==> src/rtl/truth_table_sweeper.sv <==
// Exhaustive stimulus engine: walks stim through every N-bit vector, holds each
// for HOLD cycles, and scores dut_f against the expected truth table TT.
module truth_table_sweeper #(
  parameter int                N    = 4,
  parameter int                HOLD = 2,
  parameter logic [(1<<N)-1:0] TT   = '0
) (
  input  logic         clk,
  input  logic         rst,
  input  logic         start,
  input  logic         dut_f,
  output logic [N-1:0] stim,
  output logic         busy,
  output logic         done,
  output logic         pass,
  output logic [N:0]   err_count,
  output logic         fail_valid,
  output logic [N-1:0] first_fail
);

  localparam int             HW        = (HOLD > 1) ? $clog2(HOLD) : 1;
  localparam logic [HW-1:0]  HOLD_LAST = HW'(HOLD - 1);
  localparam logic [N-1:0]   STIM_LAST = '1;

  typedef enum logic [1:0] {S_IDLE, S_RUN, S_DONE} state_t;

  state_t        state_q, state_d;
  logic [N-1:0]  stim_q, stim_d;
  logic [HW-1:0] hold_q, hold_d;
  logic [N:0]    err_q, err_d;
  logic          fv_q, fv_d;
  logic [N-1:0]  ff_q, ff_d;
  logic          busy_q, busy_d;
  logic          done_q, done_d;
  logic          pass_q, pass_d;
  logic          mism;

  always_comb begin
    state_d = state_q;
    stim_d  = stim_q;
    hold_d  = hold_q;
    err_d   = err_q;
    fv_d    = fv_q;
    ff_d    = ff_q;
    busy_d  = busy_q;
    done_d  = done_q;
    pass_d  = pass_q;
    mism    = 1'b0;
    case (state_q)
      S_IDLE, S_DONE: begin
        if (start) begin
          state_d = S_RUN;
          stim_d  = '0;
          hold_d  = '0;
          err_d   = '0;
          fv_d    = 1'b0;
          ff_d    = '0;
          busy_d  = 1'b1;
          done_d  = 1'b0;
          pass_d  = 1'b0;
        end
      end
      S_RUN: begin
        hold_d = hold_q + 1'b1;
        if (hold_q == HOLD_LAST) begin
          // Four-state compare so an X/Z from the lab block scores as a miss.
          mism = (dut_f !== TT[stim_q]);
          if (mism) begin
            err_d = err_q + 1'b1;
            if (!fv_q) begin
              ff_d = stim_q;
              fv_d = 1'b1;
            end
          end
          hold_d = '0;
          if (stim_q == STIM_LAST) begin
            state_d = S_DONE;
            stim_d  = '0;
            busy_d  = 1'b0;
            done_d  = 1'b1;
            pass_d  = (err_d == '0);
          end else begin
            stim_d = stim_q + 1'b1;
          end
        end
      end
      default: state_d = S_IDLE;
    endcase
  end

  always_ff @(posedge clk or posedge rst) begin
    if (rst) begin
      state_q <= S_IDLE;
      stim_q  <= '0;
      hold_q  <= '0;
      err_q   <= '0;
      fv_q    <= 1'b0;
      ff_q    <= '0;
      busy_q  <= 1'b0;
      done_q  <= 1'b0;
      pass_q  <= 1'b0;
    end else begin
      state_q <= state_d;
      stim_q  <= stim_d;
      hold_q  <= hold_d;
      err_q   <= err_d;
      fv_q    <= fv_d;
      ff_q    <= ff_d;
      busy_q  <= busy_d;
      done_q  <= done_d;
      pass_q  <= pass_d;
    end
  end

  assign stim       = stim_q;
  assign busy       = busy_q;
  assign done       = done_q;
  assign pass       = pass_q;
  assign err_count  = err_q;
  assign fail_valid = fv_q;
  assign first_fail = ff_q;

endmodule

==> config.mk <==
export PLATFORM = sky130hd
export DESIGN_NAME = truth_table_sweeper
export DESIGN_NICKNAME = d
export VERILOG_FILES = /design/src/rtl/truth_table_sweeper.sv
export SDC_FILE = /design/constraint.sdc
export NUM_CORES = 1
export LEC_CHECK = 0
export ABC_AREA = 1
export CORE_MARGIN = 5
export CORE_UTILIZATION = 49
export DETAILED_ROUTE_END_ITERATION = 8
export PLACE_DENSITY = 0.77
export SLEW_MARGIN = 10
export SYNTH_ARGS = -nofsm -noshare
export SYNTH_HDL_FRONTEND = slang
export SYNTH_SLANG_ARGS = --single-unit
==> constraint.sdc <==
create_clock -name clk -period 1.5 [get_ports clk]
set_clock_uncertainty 0.05 [all_clocks]
set_input_delay 0.375 -clock clk [delete_from_list [all_inputs] [get_ports clk]]
set_output_delay 0.375 -clock clk [all_outputs]
set_load 0.005 [all_outputs]
Word-level counts from Yosys, hierarchy flattened

Memory sizes are Yosys's and may differ from the RTL's.
Cells that the tools add are included.

Shift operators: 0
$add $sub $neg: 3
Multiply operators: 0
Mux-type cells: 35
Divide/modulo/power cells: 0
Equality and inequality tests: 9
Reductions and logical operators: 10
Order comparisons: 1
Bitwise gates (word level): 0

Operator list:

| cell                                                                  | count |
|---|---|
| 5-bit 2-to-1 mux                                                      | 5 |
| 4-bit 2-to-1 mux                                                      | 6 |
| 4-bit one-hot mux with 2 select lines                                 | 2 |
| 1-bit 2-to-1 mux                                                      | 12 |
| 2-bit inequality test (second input constant)                         | 5 |
| 1-bit one-hot mux with 2 select lines                                 | 5 |
| 5-bit one-hot mux with 2 select lines                                 | 1 |
| 4-bit AND reduction                                                   | 2 |
| 2-bit 2-to-1 mux                                                      | 3 |
| 3-bit AND reduction                                                   | 2 |
| 5-bit by 1-bit adder with 5-bit output (second input constant)        | 1 |
| 5-bit zero test                                                       | 1 |
| 4-bit by 5-bit < comparator with 1-bit output (second input constant) | 1 |
| 5-bit AND reduction                                                   | 1 |
| 4-bit by 1-bit adder with 4-bit output (second input constant)        | 1 |
| 4-bit == test (second input constant)                                 | 1 |
| 2-bit one-hot mux with 2 select lines                                 | 1 |
| 2-bit by 1-bit == test with 1-bit output (second input constant)      | 1 |
| 2-bit == test (second input constant)                                 | 1 |
| 2-bit zero test                                                       | 1 |
| 2-bit AND reduction                                                   | 1 |
| 2-bit nonzero test                                                    | 1 |
| 2-bit OR reduction                                                    | 1 |
| 1-bit adder (second input constant)                                   | 1 |
| 1-bit case inequality test                                            | 1 |

Bits in writable memories: 0
Bits in registers: 20
Latch bits: 0
Output and inout bits: 17
Bits in read-only memories: 16
Memories kept: 1
Logic and storage cells: 68

Memories:

| name            | words | width | rd ports | clocked after Yosys merged registers in | write ports | RTL line | RTL |
|---|---|---|---|---|---|---|---|
| (no name shown) | 16    | 1     | 1        | 0                                       | 0           | 67       | `mism = (dut_f !== TT[stim_q]);` |

Longest topological paths before layout

Depth in word-level cells: 10
Depth in mapped cells: 8
Mapped depth without buffers: 8

Least setup slack after synthesis

Ideal clock, no wire load.

Path type: reg-to-reg
From: register stim_q[0], in the netlist stim[0]
To: register state_q[1]
Data arrival time: 1.048 ns
Setup slack: 0.283 ns
Stages on the path, launching flop included: 8
Period minus slack after synthesis: 1.217 ns
Data required time: 1.330 ns
Library setup time: 0.120 ns
Buffers on the path: 0
Path through: dfrtp_1 ha_1 nand3_1 nand2_4 o21ai_0 nand2_1 o21ai_0 inv_1

Longest elaborated chain between the ends: 3

Ends and longest elaborated chain:

| item                                   | RTL line | RTL |
|---|---|---|
| start: declaration                     | 28       | `logic [N-1:0] stim_q, stim_d;` |
| start signal: assignment               | 104      | `stim_q <= stim_d;` |
| 4-bit == test                          | 76       | `if (stim_q == STIM_LAST) begin` |
| 2-bit inequality test (no source line) | n/a      |  |
| 3-bit AND reduction (no source line)   | n/a      |  |
| end signal: assignment                 | 103      | `state_q <= state_d;` |
| end: declaration                       | 27       | `state_t state_q, state_d;` |

No other way between the ends.
A chain may end at the register's enable or synchronous reset.

Worst setup path after layout

From: register err_q[1], in the netlist err_count[1]
To: output err_count[1]

RTL lines:

| item                     | RTL line | RTL |
|---|---|---|
| start: declaration       | 30       | `logic [N:0] err_q, err_d;` |
| start signal: assignment | 106      | `err_q <= err_d;` |
| end: declaration         | 16       | `output logic [N:0] err_count,` |

No word-level cell between the ends.

==> reports/metrics.csv <==
metric,value,unit
yosysWarnings,0,
hold_class,in2async,
io_pins,21,
power.density_cell_area,1730,nW/um2
nets,167,
cap_violations,0,
htreeDepth,1,
nFillCells,170,
end_kind,output pin,
clk-insertion-delay-late,300,ps
period_needed,1390,ps
crit_type,reg2out,
arrival,960,ps
grt_util_all_layers,0.163,
setup_viol,0,
grt_overflow_total,0,
dp_hpwl,1650,um
grt_pass1_vias,958,
crit_slowest_cell,dfrtp_1,
async_flop_share,1.00,
switching_power,0.994,mW
syn_area_per_cell,8.51,um2
required,1070,ps
status,"finished, final reports clean",
reg2reg_to,pass,
root_buffer,clkbuf_4,
clock_sinks,20,
core-area,1960,um2
drc_errors,0,
worst-path-buf-inv,1,
r2r_slack,110,ps
critPathTopFamily,flip-flops,
grt_pass1_wl,4080,um
synth_area_leaders,"dfrtp_1 (49%), nand2_1 (11%), inv_1 (7.0%), o21ai_0 (4.9%), nand2_4 (4.4%)",
synth_flop_cell,dfrtp_1,
ant_nets,0,
worstMarginPinSlew,279,ps
syn2layout_area_growth,38.8,%
die_x,55.5,um
cts.path.max_buffers,2,
dr.pass1.iters,4,
rsz0062_at_grt,false,
syn_inst,119,
cts_buffers,3,
p_comb_frac,0.527,
dieArea,3070,um2
crit_path_max_incr_delay,400,ps
max_freq,0.720,GHz
critPathMaxFanout,2,
fp-row-count,16,
synth.most_common_cell,nand2_1,
leakagePower,0.764,nW
layout-drive-gt1-share,0.231,
yosys.area.top_type,dfrtp_1,
tritoncts,yes,
yosysTopAreaCellShare,0.494,
ys_types,18,
start_util,0.516,
switching_share,0.408,
gp_congestion,0.827,
relSlewSlack,0.813,
vias,927,
worstSetupStartpointType,register,
fin_crit_sh,0.926,
synth.ff_latch_count,20,
wl_per_cell,12.4,um
clk_pin_slew,110,ps
power_frac_seq,0.344,
die_y,55.5,um
reg2reg_from,err_count[0],
pwr-share-clk,0.128,
port_buffers,20,
postCtsHoldBufs,0,
grt_max_degree,21,
p_total,2.43,mW
hold_viol_final,0,
drt_first_iter_violations,16,
drt-total-wl,2330,um
antenna_found_initial,0,
slew_viol_final,0,
internal_power,1.44,mW
synth-edff-count,0,
vias_per_cell,4.96,
path_cells,dlygate4sd2_1,
synth_area,1010,um2
reg2regPathDepth,7,
finalSetupTns,0,ps
num_antenna_cells,0,
syn_nets,125,
yosysSeqAreaShare,0.494,
synth_commonest_cells,"nand2_1 (29), dfrtp_1 (20), inv_1 (19), o21ai_0 (10), nand3_1 (8)",
vdd.ir_drop.worst,1.14,mV
==> cell families after synthesis <==
| group | synth area share |
|---|---|
| flops | 0.494 |
| buf+inv | 0.0890 |
| compound gates | 0.138 |
| fa+ha+maj | 0.0247 |
| simple gates | 0.253 |
==> per-stage QoR <==
stage / std cells / hold WS (ps) / util / setup slack, ps / area, um2
after floorplan: 119 / 289 / - / 283 / 1010
after global placement: 174 / 402 / 0.664 / -125 / 1300
after detailed placement: 174 / 413 / 0.664 / -200 / 1300
after CTS: 187 / 343 / 0.706 / 58.0 / 1390
after global routing: 187 / 356 / 0.716 / 0.0691 / 1410
final: 187 / 346 / 0.716 / 111 / 1410
==> registers in the layout (all words and copies together) (netlist names) <==
signal,cells
busy,1
done,1
err_count,5
fail_valid,1
first_fail,4
hold_q,1
pass,1
state_q,2
stim,4
==> area by class of cell <==
cell class              instances  area (um2)  share of cell area
clock buffers                   4        36.3              0.0258
inverters                      21        78.8              0.0561
multi-input cells              77         439               0.313
flip-flops and latches         20         500               0.356
well taps                      27        33.8              0.0240
repair buffers                 38         317               0.225
==> cells in the final DEF, fill, tap and decap left out, types with 2 or more instances in the layout <==
cell,synthesis,final
buf_4,0,18
a21oi_1,6,6
nand2_4,4,4
ha_1,2,2
o21ai_0,10,9
dlygate4sd2_1,0,17
inv_1,19,19
clkbuf_4,0,3
inv_2,2,2
nand2_1,29,29
dfrtp_1,20,20
nor2_1,5,5
clkdlybuf4s50_1,0,2
o21ai_2,2,4
nand3_2,1,3
o22ai_1,6,6
nand3_1,8,6
==> how the worst max path moves through the flow <==
stage                            start            to  cells after the start  slack (ps)
after floorplan                stim[0]    state_q[1]                      7         280
after global placement           dut_f          pass                      7        -120
after detailed placement         dut_f          pass                      7        -200
after CTS                      stim[0]    state_q[1]                      8          60
after global routing      err_count[0]          pass                      9        0.07
final                     err_count[1]  err_count[1]                      1         110
==> worst min-delay path: stages <==
cell             delay (ps)
clkdlybuf4s50_1         400
inv_1                    60
buf_4                   260
==> repair_timing <==
| item | 4_1_cts | 5_1_grt |
|---|---|---|
| pin swaps | 0 | 1 |
| buffers inserted | 9 | 0 |
| resized for setup | 17 | 6 |
| setup endpoints to repair | 17 | 3 |
==> metal layers <==
layer	vias up	track usage	routed length, um
met5	-	0	0
met4	0	0.0590	21
met3	2	0.0373	87
met2	21	0.289	1200
met1	440	0.190	1020
li1	464	-	-
==> power by group through the flow <==
stage / Combinational (mW) / Sequential [mW] / Clock, mW
floorplan: 0.694 / 0.885 / 0
detailed placement: 1.21 / 0.885 / 0
global route: 1.42 / 0.861 / 0.343
finish: 1.28 / 0.838 / 0.313
CTS: 1.26 / 0.832 / 0.324
global placement: 1.18 / 0.881 / 0
No activity file was read; power rests on OpenSTA's default activity.
